==> config.mk <==
export PLATFORM = sky130hd
export DESIGN_NAME = lcv_mul_acc_arbiter
export DESIGN_NICKNAME = d
export VERILOG_FILES = /design/src/rtl/lcv_mul_acc_arb_pkg.sv /design/src/rtl/lcv_mac33.sv /design/src/rtl/lcv_rr_arbiter.sv /design/src/rtl/lcv_mul_acc_arbiter.sv
export SDC_FILE = /design/constraint.sdc
export NUM_CORES = 1
export LEC_CHECK = 0
export CAP_MARGIN = 20
export CELL_PAD_IN_SITES_DETAIL_PLACEMENT = 0
export CELL_PAD_IN_SITES_GLOBAL_PLACEMENT = 2
export CORE_UTILIZATION = 26
export DETAILED_ROUTE_END_ITERATION = 7
export HOLD_SLACK_MARGIN = 0.12
export PLACE_DENSITY_LB_ADDON = 0.1
export SLEW_MARGIN = 5
export SYNTH_ARGS = -nofsm -noshare
export SYNTH_HDL_FRONTEND = slang
export SYNTH_SLANG_ARGS = --single-unit
==> constraint.sdc <==
create_clock -name clk -period 8.45 [get_ports clk]
set_input_delay 1.69 -clock clk [delete_from_list [all_inputs] [get_ports clk]]
set_output_delay 1.69 -clock clk [all_outputs]
set_load 0.005 [all_outputs]
==> src/rtl/lcv_mul_acc_arb_pkg.sv <==
// Shared constants and result-buffer entry type for the shared multiply-accumulate arbiter.
package lcv_mul_acc_arb_pkg;

    localparam int MAC_A_W      = 16;
    localparam int MAC_ACC_W    = 33;
    localparam int MAC_LAT      = 1;
    // Widest id tag supported (NUM_REQ up to 16); narrower ids are zero-extended.
    localparam int RSP_ID_MAX_W = 4;

    typedef struct packed {
        logic [RSP_ID_MAX_W-1:0] id;
        logic [MAC_ACC_W-1:0]    data;
    } rsp_entry_t;

endpackage

==> src/rtl/lcv_mac33.sv <==
// Registered signed datapath: acc = a*b + c + d + e, wrapped to 33 bits, one cycle latency.
module lcv_mac33
    import lcv_mul_acc_arb_pkg::*;
(
    input  logic                        clk,
    input  logic                        rst,
    input  logic signed [MAC_A_W-1:0]   a_i,
    input  logic signed [MAC_A_W-1:0]   b_i,
    input  logic signed [MAC_ACC_W-1:0] c_i,
    input  logic signed [MAC_ACC_W-1:0] d_i,
    input  logic signed [MAC_ACC_W-1:0] e_i,
    output logic signed [MAC_ACC_W-1:0] acc_o
);

    localparam int PROD_W = 2 * MAC_A_W;

    logic signed [PROD_W-1:0]    prod;
    logic signed [MAC_ACC_W-1:0] acc_d;
    logic signed [MAC_ACC_W-1:0] acc_q;

    assign prod  = PROD_W'(a_i) * PROD_W'(b_i);
    assign acc_d = $signed({prod[PROD_W-1], prod}) + c_i + d_i + e_i;

    always_ff @(posedge clk) begin
        if (rst) begin
            acc_q <= '0;
        end else begin
            acc_q <= acc_d;
        end
    end

    assign acc_o = acc_q;

endmodule

==> src/rtl/lcv_rr_arbiter.sv <==
// Round-robin arbiter: first requester at or after the priority pointer wins; pointer moves past it on advance.
module lcv_rr_arbiter #(
    parameter int NUM_REQ = 4,
    parameter int ID_W    = $clog2(NUM_REQ)
) (
    input  logic               clk,
    input  logic               rst,
    input  logic [NUM_REQ-1:0] req_i,
    input  logic               en_i,
    input  logic               adv_i,
    output logic [NUM_REQ-1:0] grant_o,
    output logic [ID_W-1:0]    grant_idx_o
);

    logic [ID_W-1:0] ptr_q;
    logic [ID_W-1:0] ptr_d;
    logic [ID_W:0]   cand;
    logic            found;

    always_comb begin
        grant_o     = '0;
        grant_idx_o = '0;
        found       = 1'b0;
        cand        = '0;
        for (int k = 0; k < NUM_REQ; k++) begin
            cand = {1'b0, ptr_q} + (ID_W+1)'(k);
            if (cand >= (ID_W+1)'(NUM_REQ)) begin
                cand = cand - (ID_W+1)'(NUM_REQ);
            end
            if (!found && req_i[cand[ID_W-1:0]]) begin
                found       = 1'b1;
                grant_idx_o = cand[ID_W-1:0];
            end
        end
        if (en_i && found) begin
            grant_o[grant_idx_o] = 1'b1;
        end
    end

    always_comb begin
        ptr_d = ptr_q;
        if (adv_i) begin
            if (grant_idx_o == ID_W'(NUM_REQ - 1)) begin
                ptr_d = '0;
            end else begin
                ptr_d = grant_idx_o + 1'b1;
            end
        end
    end

    always_ff @(posedge clk) begin
        if (rst) begin
            ptr_q <= '0;
        end else begin
            ptr_q <= ptr_d;
        end
    end

endmodule

==> src/rtl/lcv_mul_acc_arbiter.sv <==
// Shares one registered MAC among NUM_REQ requesters; results return in accept order through
// a 2-entry buffer, and issue is credit-gated because the MAC itself cannot stall.
module lcv_mul_acc_arbiter
    import lcv_mul_acc_arb_pkg::*;
#(
    parameter int NUM_REQ   = 4,
    parameter int ID_W      = $clog2(NUM_REQ),
    parameter int BUF_DEPTH = 2
) (
    input  logic                   clk,
    input  logic                   rst,
    input  logic [NUM_REQ-1:0]     req_valid,
    output logic [NUM_REQ-1:0]     req_ready,
    input  logic [NUM_REQ*16-1:0]  req_a,
    input  logic [NUM_REQ*16-1:0]  req_b,
    input  logic [NUM_REQ*33-1:0]  req_c,
    input  logic [NUM_REQ*33-1:0]  req_d,
    input  logic [NUM_REQ*33-1:0]  req_e,
    output logic                   rsp_valid,
    input  logic                   rsp_ready,
    output logic [ID_W-1:0]        rsp_id,
    output logic [32:0]            rsp_data,
    output logic                   busy
);

    logic signed [MAC_A_W-1:0]   a_arr [NUM_REQ];
    logic signed [MAC_A_W-1:0]   b_arr [NUM_REQ];
    logic signed [MAC_ACC_W-1:0] c_arr [NUM_REQ];
    logic signed [MAC_ACC_W-1:0] d_arr [NUM_REQ];
    logic signed [MAC_ACC_W-1:0] e_arr [NUM_REQ];

    for (genvar gi = 0; gi < NUM_REQ; gi++) begin : g_unpack
        assign a_arr[gi] = req_a[MAC_A_W*gi +: MAC_A_W];
        assign b_arr[gi] = req_b[MAC_A_W*gi +: MAC_A_W];
        assign c_arr[gi] = req_c[MAC_ACC_W*gi +: MAC_ACC_W];
        assign d_arr[gi] = req_d[MAC_ACC_W*gi +: MAC_ACC_W];
        assign e_arr[gi] = req_e[MAC_ACC_W*gi +: MAC_ACC_W];
    end

    logic [NUM_REQ-1:0]          grant;
    logic [ID_W-1:0]             grant_idx;
    logic                        accept;
    logic                        can_issue;
    logic                        pop;
    logic                        push;
    logic signed [MAC_ACC_W-1:0] mac_acc;

    logic                        pend_valid_q, pend_valid_d;
    logic [ID_W-1:0]             pend_id_q, pend_id_d;
    logic [1:0]                  occ_q, occ_d;
    logic                        head_q, head_d;
    logic                        tail_q, tail_d;
    rsp_entry_t                  buf_q [BUF_DEPTH];
    rsp_entry_t                  head_entry;
    rsp_entry_t                  push_entry;

    // Reserve a slot for every op that will land: buffered + in the MAC + this one, less any pop now.
    assign can_issue = ({1'b0, occ_q} + 3'(pend_valid_q) + 3'd1) <= (3'(BUF_DEPTH) + 3'(pop));

    lcv_rr_arbiter #(
        .NUM_REQ (NUM_REQ),
        .ID_W    (ID_W)
    ) u_arb (
        .clk         (clk),
        .rst         (rst),
        .req_i       (req_valid),
        .en_i        (can_issue & ~rst),
        .adv_i       (accept),
        .grant_o     (grant),
        .grant_idx_o (grant_idx)
    );

    assign req_ready = grant;
    assign accept    = |grant;

    lcv_mac33 u_mac (
        .clk   (clk),
        .rst   (rst),
        .a_i   (a_arr[grant_idx]),
        .b_i   (b_arr[grant_idx]),
        .c_i   (c_arr[grant_idx]),
        .d_i   (d_arr[grant_idx]),
        .e_i   (e_arr[grant_idx]),
        .acc_o (mac_acc)
    );

    assign head_entry = buf_q[head_q];
    assign rsp_valid  = (occ_q != 2'd0) && !rst;
    assign rsp_id     = rsp_valid ? ID_W'(head_entry.id) : '0;
    assign rsp_data   = rsp_valid ? head_entry.data : '0;
    assign busy       = (pend_valid_q || (occ_q != 2'd0)) && !rst;
    assign pop        = rsp_valid && rsp_ready;
    assign push       = pend_valid_q;

    always_comb begin
        pend_valid_d    = accept;
        pend_id_d       = grant_idx;
        occ_d           = occ_q + 2'(push) - 2'(pop);
        head_d          = pop  ? ~head_q : head_q;
        tail_d          = push ? ~tail_q : tail_q;
        push_entry.id   = RSP_ID_MAX_W'(pend_id_q);
        push_entry.data = mac_acc;
    end

    always_ff @(posedge clk) begin
        if (rst) begin
            pend_valid_q <= 1'b0;
            pend_id_q    <= '0;
            occ_q        <= '0;
            head_q       <= 1'b0;
            tail_q       <= 1'b0;
            for (int i = 0; i < BUF_DEPTH; i++) begin
                buf_q[i] <= '0;
            end
        end else begin
            pend_valid_q <= pend_valid_d;
            pend_id_q    <= pend_id_d;
            occ_q        <= occ_d;
            head_q       <= head_d;
            tail_q       <= tail_d;
            if (push) begin
                buf_q[tail_q] <= push_entry;
            end
        end
    end

endmodule

==> results of run 1 <==
==> timing repair <==
action | 4_1_cts | 5_1_grt
buffers inserted | 56 | 20
gates resized for setup | 255 | 104
gates cloned | 12 | 3
setup endpoints to repair | 22 | 20
pin swaps | 76 | 74
==> worst min-delay path, cell delays in order (launching register included) <==
cell and delay (ns):
dfxtp_1 0.32, xnor2_1 0.08, nor2_1 0.08
==> path summary, 6_finish.rpt <==
check,end,slack (ns),startpoint
max,u_mac.acc_o[32],-0.14,req_valid[1]
min,head_q,0.51,head_q
max reg2reg,u_mac.acc_o[32],0.80,u_arb.ptr_q[1]
min reg2reg,head_q,0.51,head_q
==> stage by stage <==
stage                     hold WS, ns  setup TNS (ns)  area [sq um]
final                           0.513          -0.488         34100
after global routing            0.534           -2.65         34100
after CTS                       0.519          -0.650         33500
after detailed placement        0.506          -25.03         31000
after global placement          0.499          -25.14         31000
after floorplan                 0.481          -0.151         21500
==> cell usage in the layout, fill, tap and decap left out, types with 10 or more instances in the layout <==
cell	n
nand2_1	650
clkdlybuf4s50_1	566
buf_4	376
inv_1	350
fa_1	328
nor2_1	190
and2_1	90
nand3_1	89
ha_1	83
edfxtp_1	70
and3_1	59
mux2i_1	45
buf_12	43
dfxtp_1	42
o21ai_0	37
buf_6	35
fa_2	34
a31oi_1	30
xnor2_1	26
nand2_2	21
ha_4	21
inv_2	20
a21o_1	19
a31oi_2	19
clkbuf_16	19
a31oi_4	17
nand3_2	14
and2_4	13
o21ai_2	12
and3_4	11
nor2_2	10
a21oi_1	10
nand2_4	10
nor2b_1	10
==> sequential cells by signal, summed over array words and instances (netlist names), named ones only <==
name	count
buf_q	70
occ_q	2
pend_id_q	2
pend_valid_q	1
tail_q	1
u_arb.ptr_q	2
u_mac.acc_o	33
head_q	1
==> per-layer routing <==
metal / wire length, um / part of all wire / up-vias / global-route usage
met4: 1950 / 0.019 / 0 / 0.0579
met3: 4090 / 0.040 / 65 / 0.0274
met1: 41000 / 0.41 / 10300 / 0.292
met5: 0 / 0 / - / 0
met2: 54100 / 0.53 / 466 / 0.464
li1: - / - / 9961 / -
==> area by class of cell <==
| class | count | area [sq um] |
|---|---|---|
| Antenna cell | 8 | 20.0 |
| Clock buffer | 18 | 429 |
| Clock inverter | 14 | 211 |
| Fill cell | 7966 | 45200 |
| Inverter | 372 | 1440 |
| Multi-Input combinational cell | 1979 | 17500 |
| Sequential cell | 113 | 2960 |
| Tap cell | 1050 | 1310 |
| Timing Repair Buffer | 1044 | 10300 |
| Timing Repair inverter | 3 | 41.3 |
==> logic make-up after synthesis <==
group / count (synthesis)
flops: 113
xor+xnor: 36
mux: 48
compound gates: 205
buf+inv: 509
fa+ha+maj: 469
simple gates: 1221
==> impl_metrics.toml, run 1 <==
[outcome]
status = "finished, violations left"
violations = "negative setup slack"

[worst_hold_path]
hold_depth = 2
hold_path_class = "reg2reg"

[timing]
drv_slew = 0
rsz0062_at_grt = "yes"
maxClockFrequency_ghz = 0.116
tightest_slew_ns = 0.866
finClkSkew_ns = 0.00939
fin_crit_ns = 8.59
fin_ws_ns = -0.139
setup_viol = 6
min_period_over_period = 1.02
hold_violations = 0
slew_headroom = 0.422

[logic_synthesis]
synth_edf_count = 70
synth_xor_xnor_area_share = 0.0157
syn_nets = 3601
muxShareOfSynthArea = 0.0231
synth_area_leaders = "fa_1 35%, nand2_1 12%, edfxtp_1 10%"
synth_cell_types = 60
yosysTopAreaCellShare = 0.346
post-synth-top-count-cell = "nand2_1"
synth-simple-area-share = 0.254
synth_async_sr_flop_share = 0
synth_common_cells = "681 x nand2_1, 370 x inv_1, 362 x fa_1, 201 x nor2_1, 108 x nand3_1"
ys_seq_area_frac = 0.141
ys_ff_latch = 113
synthesis.area_sq_um = 21000
ys.flop_type = "edfxtp_1"
ys_warn_count = 0
syn_inst = 2601
syn-mean-instance-area_sq_um = 8.06
synth_top_family_by_area = "adder cells"
synth_top_area_cell = "fa_1"
synth_fa_ha_area_frac = 0.409
synth-compound-area-share = 0.0625

[clocking]
h-tree-depth = 4
cts_buffer_depth = 2
cts.clk_slew.worst_paths_ns = 0.05
postCtsHoldBufs = 0
cts_sinks = 113
cts_buffers = 17
cts_tree = "built"
root_buffer = "clkbuf_16"
clock_latency_ns = 0.41

[critical_path]
path_buf_inv = 9
crit_path_end_kind = "flip-flop"
path_depth = 32
cp_top_family = "adder cells"
arrival_ns = 8.94
startpoint_type = "input port"
slowest_delay_ns = 0.58
cpMostUsedCell = "fa_1"
critPathKind = "in2reg"
crit_required_ns = 8.80
worstPathMaxFanout = 8
slowest_stage = "fa_1"
reg2regPathDepth = 31

[placement]
dp_hpwl_um = 86800
pre_cts_ws_ns = -1.40
post-place-cells = 4476
place.gp.congestion = 0.930
port_buffers = 571

[die]
start_util = 0.264
core.rowCount = 103
die_area_sq_um = 81800
core-area_sq_um = 79400
die-height_um = 286
die_w_um = 286
io_pins = 572

[layout]
stdcell_count = 4601
syn2layout_area_growth_pct = 62.8
final_core_util = 0.430
final_nets = 4530
drive_above_1_share = 0.218

[routing]
postRouteAntennaNets = 0
vias_per_cell = 4.53
drt_drc_violations_left = 0
wire_per_inst_um = 22.0
drtIter0Drc = 816
dr.pass1.iters = 5
via_count = 20800
totalWireLength_um = 101000

[global_routing]
grt_overflow_total = 0
antenna_found_initial = 10
grt_pass1_vias = 23000
grt_max_degree = 72
globalRouteTotalUtil = 0.245
grt_pass1_wl_um = 147000

[run]
drv_cap = 0
Power of run 1 is not shown: default switching activity piles up to over one toggle a cycle in this logic, so the estimate is an artifact.
==> run 2: changes to the inputs <==
--- a/config.mk
+++ b/config.mk
@@ -8,8 +8,11 @@
 export CAP_MARGIN = 20
 export CELL_PAD_IN_SITES_DETAIL_PLACEMENT = 0
 export CELL_PAD_IN_SITES_GLOBAL_PLACEMENT = 2
+export CORE_ASPECT_RATIO = 0.8
 export CORE_UTILIZATION = 26
 export DETAILED_ROUTE_END_ITERATION = 7
+export GPL_ROUTABILITY_DRIVEN = 0
+export GPL_TIMING_DRIVEN = 1
 export HOLD_SLACK_MARGIN = 0.12
 export PLACE_DENSITY_LB_ADDON = 0.1
 export SLEW_MARGIN = 5
==> impl_metrics.toml, run 2 (same netlist as run 1, synthesis figures left out) <==
[outcome]
status = "finished, violations left"
violations = "negative setup slack"

[global_routing]
grt_pass1_wl_um = 146000
grt_overflow_total = 0
globalRouteTotalUtil = 0.243
antenna_found_initial = 21
grt_max_degree = 53
grt_pass1_vias = 22800

[critical_path]
startpoint_type = "input port"
critPathKind = "in2reg"
crit_required_ns = 8.79
slowest_delay_ns = 0.66
slowest_stage = "fa_2"
arrival_ns = 8.97
crit_path_end_kind = "flip-flop"
cpMostUsedCell = "fa_1"
worstPathMaxFanout = 12
r2r_slack_ns = 0.61

[timing]
hold_violations = 0
finClkSkew_ns = 0.0113
setup_viol = 6
min_period_over_period = 1.02
fin_setup_tns_ns = -0.613
fin_ws_ns = -0.180
rsz0062_at_grt = "yes"
fin_crit_ns = 8.63
maxClockFrequency_ghz = 0.116
tightest_slew_ns = 0.943
drv_slew = 0
slew_headroom = 0.371

[clocking]
root_buffer = "clkbuf_16"
h-tree-depth = 4
cts.clk_slew.worst_paths_ns = 0.06
cts_tree = "built"
cts_sinks = 113
postCtsHoldBufs = 0
clock_latency_ns = 0.41
cts_buffers = 17
cts_buffer_depth = 2

[layout]
final_cell_mix = "641 x nand2_1, 566 x clkdlybuf4s50_1, 375 x buf_4, 336 x inv_1, 335 x fa_1"
finalInstanceArea_sq_um = 34600
top_register = "buf_q"
area.sequential_sq_um = 2960
largest_reg_flops = 70
n_fill_cell = 7881
multiInputGateArea_sq_um = 17700
final_nets = 4545
syn2layout_area_growth_pct = 64.9
layout_commonest_cell = "nand2_1"
drive_above_1_share = 0.234

[die]
core.rowCount = 92
io_pins = 572
die_w_um = 320
start_util = 0.264
die-height_um = 256
die_area_sq_um = 81800
core-area_sq_um = 79300

[routing]
dr.pass1.iters = 5
totalWireLength_um = 102000
postRouteAntennaNets = 0
drtIter0Drc = 1133
drt_drc_violations_left = 0
wire_per_inst_um = 22.0
via_count = 21000
vias_per_cell = 4.57

[placement]
dp_hpwl_um = 85900
port_buffers = 571
placed_area_sq_um = 31100

[run]
drv_cap = 0

[worst_hold_path]
hold_path_class = "reg2reg"
run 2: worst max-delay path, delay by kind of cell:
family,cells,cell delay [ns]
AO/OA/AOI/OAI,7,1.14
AND/OR/NAND/NOR,8,1.56
adder cells (fa/ha/maj),8,3.60
buffers and inverters,8,0.93
run 2: cell type report:
| class | count | area share |
|---|---|---|
| clock inverter | 15 | 0.00434 |
| sequential | 113 | 0.0857 |
| antenna | 12 | 0.000868 |
| inverter | 372 | 0.0416 |
| timing repair buffer | 1060 | 0.305 |
| timing repair inverter | 2 | 0.000941 |
| multi-input combinational | 1979 | 0.512 |
| clock buffer | 17 | 0.0123 |
| tap | 1034 | 0.0374 |
run 2: per-stage QoR:
| step | util | worst slack, ns | hold slack (ns) | instances |
|---|---|---|---|---|
| final | 0.436 | -0.180 | 0.518 | 4604 |
| after global routing | 0.436 | -0.421 | 0.528 | 4603 |
| after CTS | 0.427 | -0.150 | 0.520 | 4570 |
| after detailed placement | 0.392 | -1.50 | 0.503 | 4452 |
| after global placement | 0.392 | -1.39 | 0.499 | 4451 |
| after floorplan | - | -0.0766 | 0.481 | 2601 |
run 2: repair_timing:
action                                  CTS  global route
pin swaps                                81            84
setup buffers                            85            28
gates cloned                             12             1
gates resized for setup                 291           128
endpoints found under the setup margin   22            18
run 2: path summary, 6_finish.rpt:
kind / start / to / depth (start not counted)
max: req_valid[2] / u_mac.acc_o[32] / 31
min reg2reg: u_mac.acc_o[30] / buf_q[1][30] / 1
min: u_mac.acc_o[30] / buf_q[1][30] / 1
max reg2reg: u_arb.ptr_q[1] / u_mac.acc_o[32] / 30
run 2: metal layers:
layer	part of all wire	vias to the layer above	wire [um]	GRT usage
met4	0.016	16	1580	0.0552
met1	0.42	10400	43000	0.309
met3	0.074	78	7500	0.0703
met2	0.49	512	49300	0.407
met5	0.0010	-	101	0
li1	-	10000	-	-
Power of run 2 is left out for the same reason.
